File: src/rtl/uart_pkg.sv
// Shared UART definitions: transmitter state encoding and baud constants.
package uart_pkg;

    localparam int unsigned CLOCK_HZ     = 100_000_000;
    localparam int unsigned DEFAULT_BAUD = 9600;
    localparam int unsigned BAUD_DIV     = CLOCK_HZ / DEFAULT_BAUD;

    typedef enum logic [2:0] {
        ST_IDLE,
        ST_SYNC,
        ST_START,
        ST_DATA,
        ST_PARITY,
        ST_STOP
    } tx_state_t;

endpackage

File: src/rtl/uart_baud_tick.sv
// Rising-edge detector turning the divider's baud_clk into a one-cycle tick.
module uart_baud_tick (
    input  logic i_clk,
    input  logic i_rst,
    input  logic i_baud_clk,
    output logic o_tick_c
);

    logic r_baud_q;

    always_ff @(posedge i_clk or posedge i_rst) begin
        if (i_rst) begin
            r_baud_q <= 1'b0;
        end else begin
            r_baud_q <= i_baud_clk;
        end
    end

    assign o_tick_c = i_baud_clk & ~r_baud_q;

endmodule

File: src/rtl/uart_tx_serializer.sv
// Byte-wide UART transmitter, LSB-first, 1 or 2 stop bits.
// Define UART_TX_PARITY_EN to insert one even-parity bit after the data bits.
module uart_tx_serializer
    import uart_pkg::*;
#(
    parameter int unsigned DATA_BITS = 8,
    parameter int unsigned STOP_BITS = 1
) (
    input  logic                 clock_in,
    input  logic                 reset,
    input  logic                 baud_clk,
    input  logic [DATA_BITS-1:0] tx_data,
    input  logic                 tx_valid,
    output logic                 tx_ready,
    output logic                 tx_busy,
    output logic                 tx
);

    localparam int unsigned CNT_W = $clog2(DATA_BITS);

    tx_state_t            r_state, w_state_next;
    logic [DATA_BITS-1:0] r_shift, w_shift_next;
    logic [CNT_W-1:0]     r_bit_cnt, w_bit_cnt_next;
    logic                 r_stop_cnt, w_stop_cnt_next;
    logic                 r_tx, w_tx_next;
    logic                 r_tx_ready, w_tx_ready_next;
    logic                 r_tx_busy, w_tx_busy_next;
    logic                 w_tick;
`ifdef UART_TX_PARITY_EN
    logic [DATA_BITS-1:0] r_data, w_data_next;
`endif

    uart_baud_tick u_tick (
        .i_clk      (clock_in),
        .i_rst      (reset),
        .i_baud_clk (baud_clk),
        .o_tick_c   (w_tick)
    );

    always_ff @(posedge clock_in or posedge reset) begin
        if (reset) begin
            r_state    <= ST_IDLE;
            r_shift    <= '0;
            r_bit_cnt  <= '0;
            r_stop_cnt <= 1'b0;
            r_tx       <= 1'b1;
            r_tx_ready <= 1'b1;
            r_tx_busy  <= 1'b0;
`ifdef UART_TX_PARITY_EN
            r_data     <= '0;
`endif
        end else begin
            r_state    <= w_state_next;
            r_shift    <= w_shift_next;
            r_bit_cnt  <= w_bit_cnt_next;
            r_stop_cnt <= w_stop_cnt_next;
            r_tx       <= w_tx_next;
            r_tx_ready <= w_tx_ready_next;
            r_tx_busy  <= w_tx_busy_next;
`ifdef UART_TX_PARITY_EN
            r_data     <= w_data_next;
`endif
        end
    end

    // Next state, then outputs decoded from the next state so they register in step.
    always_comb begin
        w_state_next    = r_state;
        w_shift_next    = r_shift;
        w_bit_cnt_next  = r_bit_cnt;
        w_stop_cnt_next = r_stop_cnt;
        w_tx_next       = 1'b1;
        w_tx_ready_next = 1'b0;
        w_tx_busy_next  = 1'b1;
`ifdef UART_TX_PARITY_EN
        w_data_next     = r_data;
`endif

        case (r_state)
            ST_IDLE: begin
                if (tx_valid && r_tx_ready) begin
                    w_shift_next    = tx_data;
                    w_bit_cnt_next  = '0;
                    w_stop_cnt_next = 1'b0;
                    w_state_next    = ST_SYNC;
`ifdef UART_TX_PARITY_EN
                    w_data_next     = tx_data;
`endif
                end
            end
            ST_SYNC: begin
                if (w_tick) w_state_next = ST_START;
            end
            ST_START: begin
                if (w_tick) w_state_next = ST_DATA;
            end
            ST_DATA: begin
                if (w_tick) begin
                    w_shift_next   = r_shift >> 1;
                    w_bit_cnt_next = r_bit_cnt + CNT_W'(1);
                    if (r_bit_cnt == CNT_W'(DATA_BITS - 1)) begin
                        w_bit_cnt_next = '0;
`ifdef UART_TX_PARITY_EN
                        w_state_next   = ST_PARITY;
`else
                        w_state_next   = ST_STOP;
`endif
                    end
                end
            end
`ifdef UART_TX_PARITY_EN
            ST_PARITY: begin
                if (w_tick) w_state_next = ST_STOP;
            end
`endif
            ST_STOP: begin
                if (w_tick) begin
                    if (r_stop_cnt == 1'(STOP_BITS - 1)) begin
                        w_stop_cnt_next = 1'b0;
                        w_state_next    = ST_IDLE;
                    end else begin
                        w_stop_cnt_next = 1'b1;
                    end
                end
            end
            default: w_state_next = ST_IDLE;
        endcase

        case (w_state_next)
            ST_IDLE: begin
                w_tx_ready_next = 1'b1;
                w_tx_busy_next  = 1'b0;
            end
            ST_START: w_tx_next = 1'b0;
            ST_DATA:  w_tx_next = w_shift_next[0];
`ifdef UART_TX_PARITY_EN
            ST_PARITY: w_tx_next = ^w_data_next;
`endif
            default: w_tx_next = 1'b1;
        endcase
    end

    assign tx       = r_tx;
    assign tx_ready = r_tx_ready;
    assign tx_busy  = r_tx_busy;

endmodule

File: config.mk
export PLATFORM = sky130hd
export DESIGN_NAME = uart_tx_serializer
export DESIGN_NICKNAME = d
export VERILOG_FILES = /design/src/rtl/uart_pkg.sv /design/src/rtl/uart_baud_tick.sv /design/src/rtl/uart_tx_serializer.sv
export SDC_FILE = /design/constraint.sdc
export NUM_CORES = 1
export LEC_CHECK = 0
export CORE_MARGIN = 2
export CORE_UTILIZATION = 45
export CTS_CLUSTER_SIZE = 20
export DETAILED_ROUTE_END_ITERATION = 8
export GPL_ROUTABILITY_DRIVEN = 1
export HOLD_SLACK_MARGIN = 0.1
export MAX_ROUTING_LAYER = met4
export PLACE_DENSITY = 0.69
export RECOVER_POWER = 25
export SLEW_MARGIN = 20
export SYNTH_ARGS = -nofsm -noshare
export SYNTH_HDL_FRONTEND = slang
export SYNTH_SLANG_ARGS = --single-unit
File: constraint.sdc
create_clock -name clock_in -period 3.8 [get_ports clock_in]
set_input_delay 0.38 -clock clock_in [delete_from_list [all_inputs] [get_ports clock_in]]
set_output_delay 0.38 -clock clock_in [all_outputs]
set_load 0.05 [all_outputs]
==> results of run 1 <==
[state kept, by name (all words and copies together) (netlist names)]
name and count:
r_shift 8, tx 1, u_tick.r_baud_q 1, r_bit_cnt 3, tx_busy 1, r_state 3
tx_ready 1
[Yosys cell counts (all sizes together)]
cell type   n
dfrtp      16
nand2      13
a22oi       7
a22o        4
a21oi       2
and2        2
buf         2
dfstp       2
ha          2
inv         2
nor2        2
nor2b       2
nor3        2
a21bo       1
a21o        1
a221o       1
and3        1
and4        1
and4bb      1
clkbuf      1
mux2        1
nor4bb      1
or2         1
[metrics by stage]
stage / instance area [sq um] / hold slack [ps] / util [%] / worst slack (ps)
floorplan: 777 / 317 / - / 2090
global placement: 918 / 457 / 55.0 / 1650
detailed placement: 918 / 464 / 55.0 / 1590
CTS: 945 / 489 / 56.6 / 1770
global route: 945 / 519 / 56.6 / 1630
finish: 945 / 486 / 56.6 / 1780
[area by class of cell]
type,count,area [sq um]
multi-input combinational,45,297
inverter,2,7.51
clock buffer,4,26.3
tap,17,21.3
timing repair buffer,14,140
sequential,18,453
fill,148,726
[critical path, stage by stage]
cell,delay [ps]
dlygate4sd3_1,560
and4bb_2,270
a22oi_1,650
a221o_1,290
a21bo_1,110
[power by group]
group,total [mW],internal (mW),switching [mW]
registers,0.268,0.235,0.0327
clock network,0.0989,0.0409,0.0580
logic,0.130,0.0639,0.0661
[routing by layer]
| metal | part of all wire (%) | up-vias |
|---|---|---|
| met3 | 5.5 | 5 |
| met5 | 0 | - |
| li1 | - | 272 |
| met4 | 2.1 | 0 |
| met2 | 46 | 13 |
| met1 | 46 | 255 |
[cells by family (layout without fill, tap and decap cells)]
kind of cell | after synthesis | count (layout) | synth area share, %
muxes | 1 | 1 | 1.45
buffers and inverters | 5 | 20 | 3.54
DFF | 18 | 18 | 58.3
and+or+nand+nor | 26 | 26 | 17.4
adders and majority gates | 2 | 2 | 3.22
AOI/OAI and AO/OA | 16 | 16 | 16.1
[worst paths after layout]
check	start	to
setup / recovery	baud_clk	tx
hold / removal	r_shift[1]	r_shift[1]
setup reg to reg	tx_ready	tx
hold reg to reg	r_shift[1]	r_shift[1]
max in group asynchronous	reset	tx_busy
min in group asynchronous	reset	r_shift[3]
==> flow_metrics.env, run 1 <==
export IMPL_status="finished clean"
export IMPL_hold_buffers=0
export IMPL_cts_buffers=3
export IMPL_post_drt_via_cell_ratio=5.45
export IMPL_grt_use_met1_pct=19.4
export IMPL_worstMarginPinSlew_ps=850
export IMPL_syn2layout_area_growth_pct=21.6
export IMPL_p_leak_nw=0.438
export IMPL_synth_area_sq_um=777
export IMPL_hold_depth=2
export IMPL_worstRegToRegCells=4
export IMPL_clock_path_buffers=2
export IMPL_setup_violations=0
export IMPL_final_common_cell="dfrtp_1"
export IMPL_final_layout_size_suffix_gt1_share_pct=8.43
export IMPL_syn_num_nets=82
export IMPL_relSlewSlack_pct=43.3
export IMPL_power_total_mw=0.497
export IMPL_grt_pass1_vias=514
export IMPL_cp_max_fo=11
export IMPL_synth_seq_area_share_pct=58.3
export IMPL_nets=98
export IMPL_die_area_sq_um=2080
export IMPL_fin_crit_ps=2020
export IMPL_clk_latency_ps=300
export IMPL_grt_ovfl_total=0
export IMPL_synth_area_top_cells="dfrtp_1, a22oi_1, dfstp_2, nand2_1, a22o_1"
export IMPL_skew_ps=5.84
export IMPL_finalCritPeriodShare_pct=53.2
export IMPL_vias=545
export IMPL_start_util_pct=46.5
export IMPL_post_cts_buffers=0
export IMPL_stdcell_count=100
export IMPL_clk_pin_slew_worst_paths_ps=100
export IMPL_postSynthAreaPerCell_sq_um=11.4
export IMPL_n_antenna_cell=0
export IMPL_synth_cells=68
export IMPL_synthDistinctLibCells=24
export IMPL_rows=15
export IMPL_final_cell_mix="dfrtp_1, nand2_1, clkdlybuf4s50_1, a22oi_1, a22o_1"
export IMPL_fmax_ghz=0.495
export IMPL_ys_ff_latch=18
export IMPL_io_pins=15
export IMPL_fin_setup_tns_ps=0
export IMPL_synth_top_cell_area_share_pct=51.5
export IMPL_startpoint_type="input pin"
export IMPL_cts_root_buf="clkbuf_4"
export IMPL_wl_per_cell_microns=13.1
export IMPL_grt_pass1_wl_microns=2260
export IMPL_grtUsageTotal_pct=17.0
export IMPL_fp_dieH_microns=45.6
export IMPL_h_tree_depth=1
export IMPL_drtPass1Iterations=2
export IMPL_antenna_found_initial=0
export IMPL_port_buffers=14
export IMPL_rsz0062_at_grt="false"
export IMPL_slew_violations=0
export IMPL_p_per_area_nw_per_um2=526
export IMPL_drc=0
export IMPL_use_met3_pct=8.33
export IMPL_wirelength_microns=1310
export IMPL_peakVddDrop_v=0.000301
export IMPL_detail_route_antenna_nets=0
export IMPL_grt_start_max_net_pins=19
export IMPL_die_width_microns=45.6
export IMPL_hold_violations=0
export IMPL_cp_end_kind="register"
export IMPL_cts_sinks=18
export IMPL_arrival_ps=2270
export IMPL_gp_congestion=0.829
export IMPL_hp_class="register to register"
export IMPL_place_inst=96
export IMPL_hpwlAfterDp_microns=935
export IMPL_use_met2_pct=24.2
export IMPL_r2r_slack_ps=1950
export IMPL_grt_busiest_layer="met2"
export IMPL_cts_tree="done"
export IMPL_crit_required_ps=4040
export IMPL_maxCapViolCount=0
export IMPL_core_sq_um=1670
export IMPL_yosysWarnings=0
export IMPL_cts_resized=0
export IMPL_yosysTopAreaCell="dfrtp_1"
export IMPL_critical_path_class="input pin to register"
export IMPL_drt_iter0_markers=14
No activity file was read; power rests on OpenSTA's default activity.
==> run 2, diff against run 1 <==
==> constraint.sdc (replaced) <==
create_clock -name clock_in -period 2.1 [get_ports clock_in]
set_input_delay 0.21 -clock clock_in [delete_from_list [all_inputs] [get_ports clock_in]]
set_output_delay 0.21 -clock clock_in [all_outputs]
set_load 0.05 [all_outputs]
==> run 2 against run 1 <==
Utilization rose by 0.22 points; global-route usage fell by 0.099 points; via count rose by 0.18%; sequential power rose by 81%; routed wire length rose by 9.6%; sequential share of layout area fell by 0.19 points; combinational power rose by 89%; largest cell class unchanged.
==> flow_metrics.env, run 2 (synthesized netlist as in run 1, its figures left out) <==
export IMPL_detail_route_antenna_nets=0
export IMPL_nets=99
export IMPL_clock_path_buffers=2
export IMPL_final_layout_size_suffix_gt1_share_pct=9.64
export IMPL_reg_largest_list="r_shift (8), r_bit_cnt (3), r_state (3)"
export IMPL_fin_crit_ps=1820
export IMPL_maxCapViolCount=0
export IMPL_fmax_ghz=0.550
export IMPL_cpPeakStageDelay_ps=800
export IMPL_cts_root_buf="clkbuf_4"
export IMPL_die_area_sq_um=2080
export IMPL_skew_ps=4.89
export IMPL_gp_congestion=0.828
export IMPL_wirelength_microns=1440
export IMPL_status="finished clean"
export IMPL_antenna_found_initial=0
export IMPL_fp_dieH_microns=45.6
export IMPL_syn2layout_area_growth_pct=22.1
export IMPL_wl_per_cell_microns=14.4
export IMPL_largest_reg_flops=8
export IMPL_startpoint_type="register"
export IMPL_port_buffers=14
export IMPL_drtPass1Iterations=4
export IMPL_rows=15
export IMPL_rsz0062_at_grt="false"
export IMPL_cts_sinks=18
export IMPL_start_util_pct=46.5
export IMPL_cpMaxStageDelayCell="clkdlybuf4s50_1"
export IMPL_post_drt_via_cell_ratio=5.46
export IMPL_grtUsageTotal_pct=16.9
export IMPL_largest_register="r_shift"
export IMPL_cp_max_fo=2
export IMPL_die_width_microns=45.6
export IMPL_n_antenna_cell=0
export IMPL_relSlewSlack_pct=54.8
export IMPL_post_cts_buffers=0
export IMPL_drt_iter0_markers=30
export IMPL_worstMarginPinSlew_ps=677
export IMPL_clk_latency_ps=280
export IMPL_final_cell_mix="dfrtp_1, nand2_1, clkdlybuf4s50_1, a22oi_1, a22o_1"
export IMPL_io_pins=15
export IMPL_hp_class="input pin to async pin"
export IMPL_fin_area_sq_um=948
export IMPL_final_common_cell="dfrtp_1"
export IMPL_vias=546
export IMPL_p_leak_nw=0.442
export IMPL_grt_ovfl_total=0
export IMPL_cp_end_kind="output pin"
export IMPL_drc=0
export IMPL_peakVddDrop_v=0.000524
export IMPL_arrival_ps=1610
export IMPL_grt_pass1_vias=523
export IMPL_crit_required_ps=1890
export IMPL_hold_violations=0
export IMPL_crit_family="buffers and inverters"
export IMPL_cts_resized=0
export IMPL_cts_buffers=3
export IMPL_clk_pin_slew_worst_paths_ps=90
export IMPL_finalCritPeriodShare_pct=86.5
export IMPL_fin_setup_tns_ps=0
export IMPL_grt_start_max_net_pins=19
export IMPL_slew_violations=0
export IMPL_critical_path_class="register to output pin"
export IMPL_cts_tree="done"
export IMPL_p_per_area_nw_per_um2=941
export IMPL_path_cells="clkdlybuf4s50_1"
export IMPL_post_dp_cell_area_sq_um=926
export IMPL_hold_buffers=0
export IMPL_setup_violations=0
export IMPL_grt_pass1_wl_microns=2370
export IMPL_h_tree_depth=1
export IMPL_hpwlAfterDp_microns=1000
export IMPL_worst_path_buf_inv=1
export IMPL_core_sq_um=1670
run 2: changes by cell type in the layout (fill, tap and decap cells not counted):
| cell | change |
|---|---|
| buf_4 | +1 |
| clkbuf_1 | -1 |
run 2: area by class of cell:
type	instances	area (sq um)
clock buffers	3	22.5
inverters	2	7.51
repair buffers	15	148
well taps	17	21.3
multi-input cells	45	297
fillers	152	722
flip-flops and latches	18	453
run 2: final timing paths:
check / from / slack (ps) / cells after the start / end
max in group asynchronous: reset / 1200 / 2 / r_shift[2]
min in group clock_in: r_shift[3] / 480 / 2 / r_shift[3]
hold reg to reg: r_shift[3] / 480 / 2 / r_shift[3]
setup / recovery: tx_ready / 280 / 1 / tx_ready
setup reg to reg: tx_ready / 400 / 4 / tx
hold / removal: reset / 470 / 2 / r_shift[7]
run 2: per-stage QoR:
stage	power [mW]	cells	setup WS [ps]	hold WS (ps)	util, %
2_1_floorplan	0.657	68	387	147	-
3_3_place_gp	0.731	97	279	461	55.4
3_5_place_dp	0.738	97	239	463	55.4
4_1_cts	0.902	100	263	344	56.8
5_1_grt	0.963	100	243	517	56.8
6_report	0.892	100	283	469	56.8
run 2: metal layers:
metal  GRT usage [%]  up-vias  wire length, microns
met5               -        -                     0
met4            7.06        0                    11
met3            4.76        2                    59
met2            23.4       12                   675
met1            23.0      261                   692
li1                -      271                     -
run 2: power by group:
part | leakage, nW | switching [mW] | total [mW] | internal, mW
logic | 0.206 | 0.125 | 0.246 | 0.122
clock network | 0.0138 | 0.0934 | 0.160 | 0.0664
registers | 0.222 | 0.0609 | 0.486 | 0.425
total | 0.442 | 0.279 | 0.892 | 0.614
==> RTL change, RTL diff (settings of run 2) <==
Remove the register `r_tx`: a continuous assignment takes its place, so the output `tx` follows one clock earlier.
--- a/src/rtl/uart_tx_serializer.sv
+++ b/src/rtl/uart_tx_serializer.sv
@@ -43,7 +43,6 @@
             r_shift    <= '0;
             r_bit_cnt  <= '0;
             r_stop_cnt <= 1'b0;
-            r_tx       <= 1'b1;
             r_tx_ready <= 1'b1;
             r_tx_busy  <= 1'b0;
 `ifdef UART_TX_PARITY_EN
@@ -54,7 +53,6 @@
             r_shift    <= w_shift_next;
             r_bit_cnt  <= w_bit_cnt_next;
             r_stop_cnt <= w_stop_cnt_next;
-            r_tx       <= w_tx_next;
             r_tx_ready <= w_tx_ready_next;
             r_tx_busy  <= w_tx_busy_next;
 `ifdef UART_TX_PARITY_EN
@@ -62,6 +60,8 @@
 `endif
         end
     end
+
+    assign r_tx = w_tx_next;
 
     // Next state, then outputs decoded from the next state so they register in step.
     always_comb begin
Formal check against the unedited RTL: not equivalent (Yosys sat finds a counterexample within 4 cycles, from zero or initial values and one cycle with reset high).
==> RTL change against run 2 <==
- power is 17% higher
- setup slack worse by 0.28 ns
- final area is 11% higher
- non-clock buffer count rose by 10
- critical path depth grew 6
- register-to-register slack gained 0.09 ns
- routed wire length is 9.1% higher
- global-route usage increased by 2.1 points
- area after synthesis down 1.4%
- clock skew about the same
- sequential cell count down 1
- critical path type is now in -> out
- highest routed layer unchanged
==> RTL change: results (changes against run 2) <==
result of the run finished clean; Distinct cells, synth 27 (+13%); critical path capture point tx; Data arrival, critical path 1.89 ns (+0.28 ns); crit path setup slack, layout 0.00363 ns (-0.280 ns); clock network power consumption 169 µW (+6%); flop-to-flop setup slack 0.49 ns (+0.09 ns); global router's overall resource usage 19.0% (+2.1 points); global-route wire length before repair 2600 µm (+9.9%); number of instances resized during post-cts repair 6 (+6); fraction of post-synthesis cell area in the top cell type by area 52.3% (+0.76 points); FF-to-FF path depth 6 (+2); total vias in the final route 588 (+7.7%); proportion of synthesized area in mux cells 1.47% (+0.021 points); worst-case setup slack after placement 0.0153 ns (-0.224 ns); biggest area contributors in the synthesized netlist dfrtp_1 (52%), a221o_1 (9.2%), and3_1 (5.7%); CP startpoint baud_clk; P_int 686 µW (+12%); Placed Cells incl. Taps 98 (+1.0%); placed wire-length estimate 1000 µm (-0.29%); worst reg2reg endpoint r_bit_cnt[0]; largest voltage drop on the vdd net 0.655 mV (+25%); Lkg Pwr 0.000522 µW (+18%); net count after synthesis 80 (-2.4%); Setup Fix Bufs, Post-CTS 4 (+4); sequential area share after synthesis 55.7% (-2.6 points); Total Routed Length 1570 µm (+9.1%); post-synthesis compound-gate area fraction 17.3% (+1.2 points); worst max-slew margin expressed relative to the limit 57.6% (+2.8 points); crit-path max cell delay 0.47 ns (-0.33 ns)
==> RTL change: metrics by stage <==
step / total power, µW / TNS (ns) / hold WS (ns)
final: 1050 / 0 / 0.387
after global routing: 1130 / -0.0849 / 0.371
after CTS: 1030 / 0 / 0.315
after detailed placement: 797 / 0 / 0.474
after global placement: 792 / 0 / 0.469
after floorplan: 684 / 0 / 0.135
==> RTL change: routing by layer <==
metal / GRT usage (%) / wire length, µm / vias to the layer above
li1: - / - / 294
met1: 26.3 / 802 / 277
met2: 24.9 / 695 / 15
met3: 4.80 / 57 / 2
met4: 10.6 / 14 / 0
met5: - / 0 / -
==> RTL change: final cells by class <==
type                            count  area, µm²  share of cell area (%)
Sequential cell                    17        429                    40.8
Multi-Input combinational cell     43        344                    32.7
Timing Repair Buffer               25        224                    21.3
Inverter                            2       7.51                   0.714
Tap cell                           16       20.0                    1.90
Clock buffer                        4       26.3                    2.50
==> RTL change: cell families after synthesis <==
family	after synthesis
simple gates	24
mux	1
compound gates	16
flops	17
fa+ha+maj	2
buf+inv	6
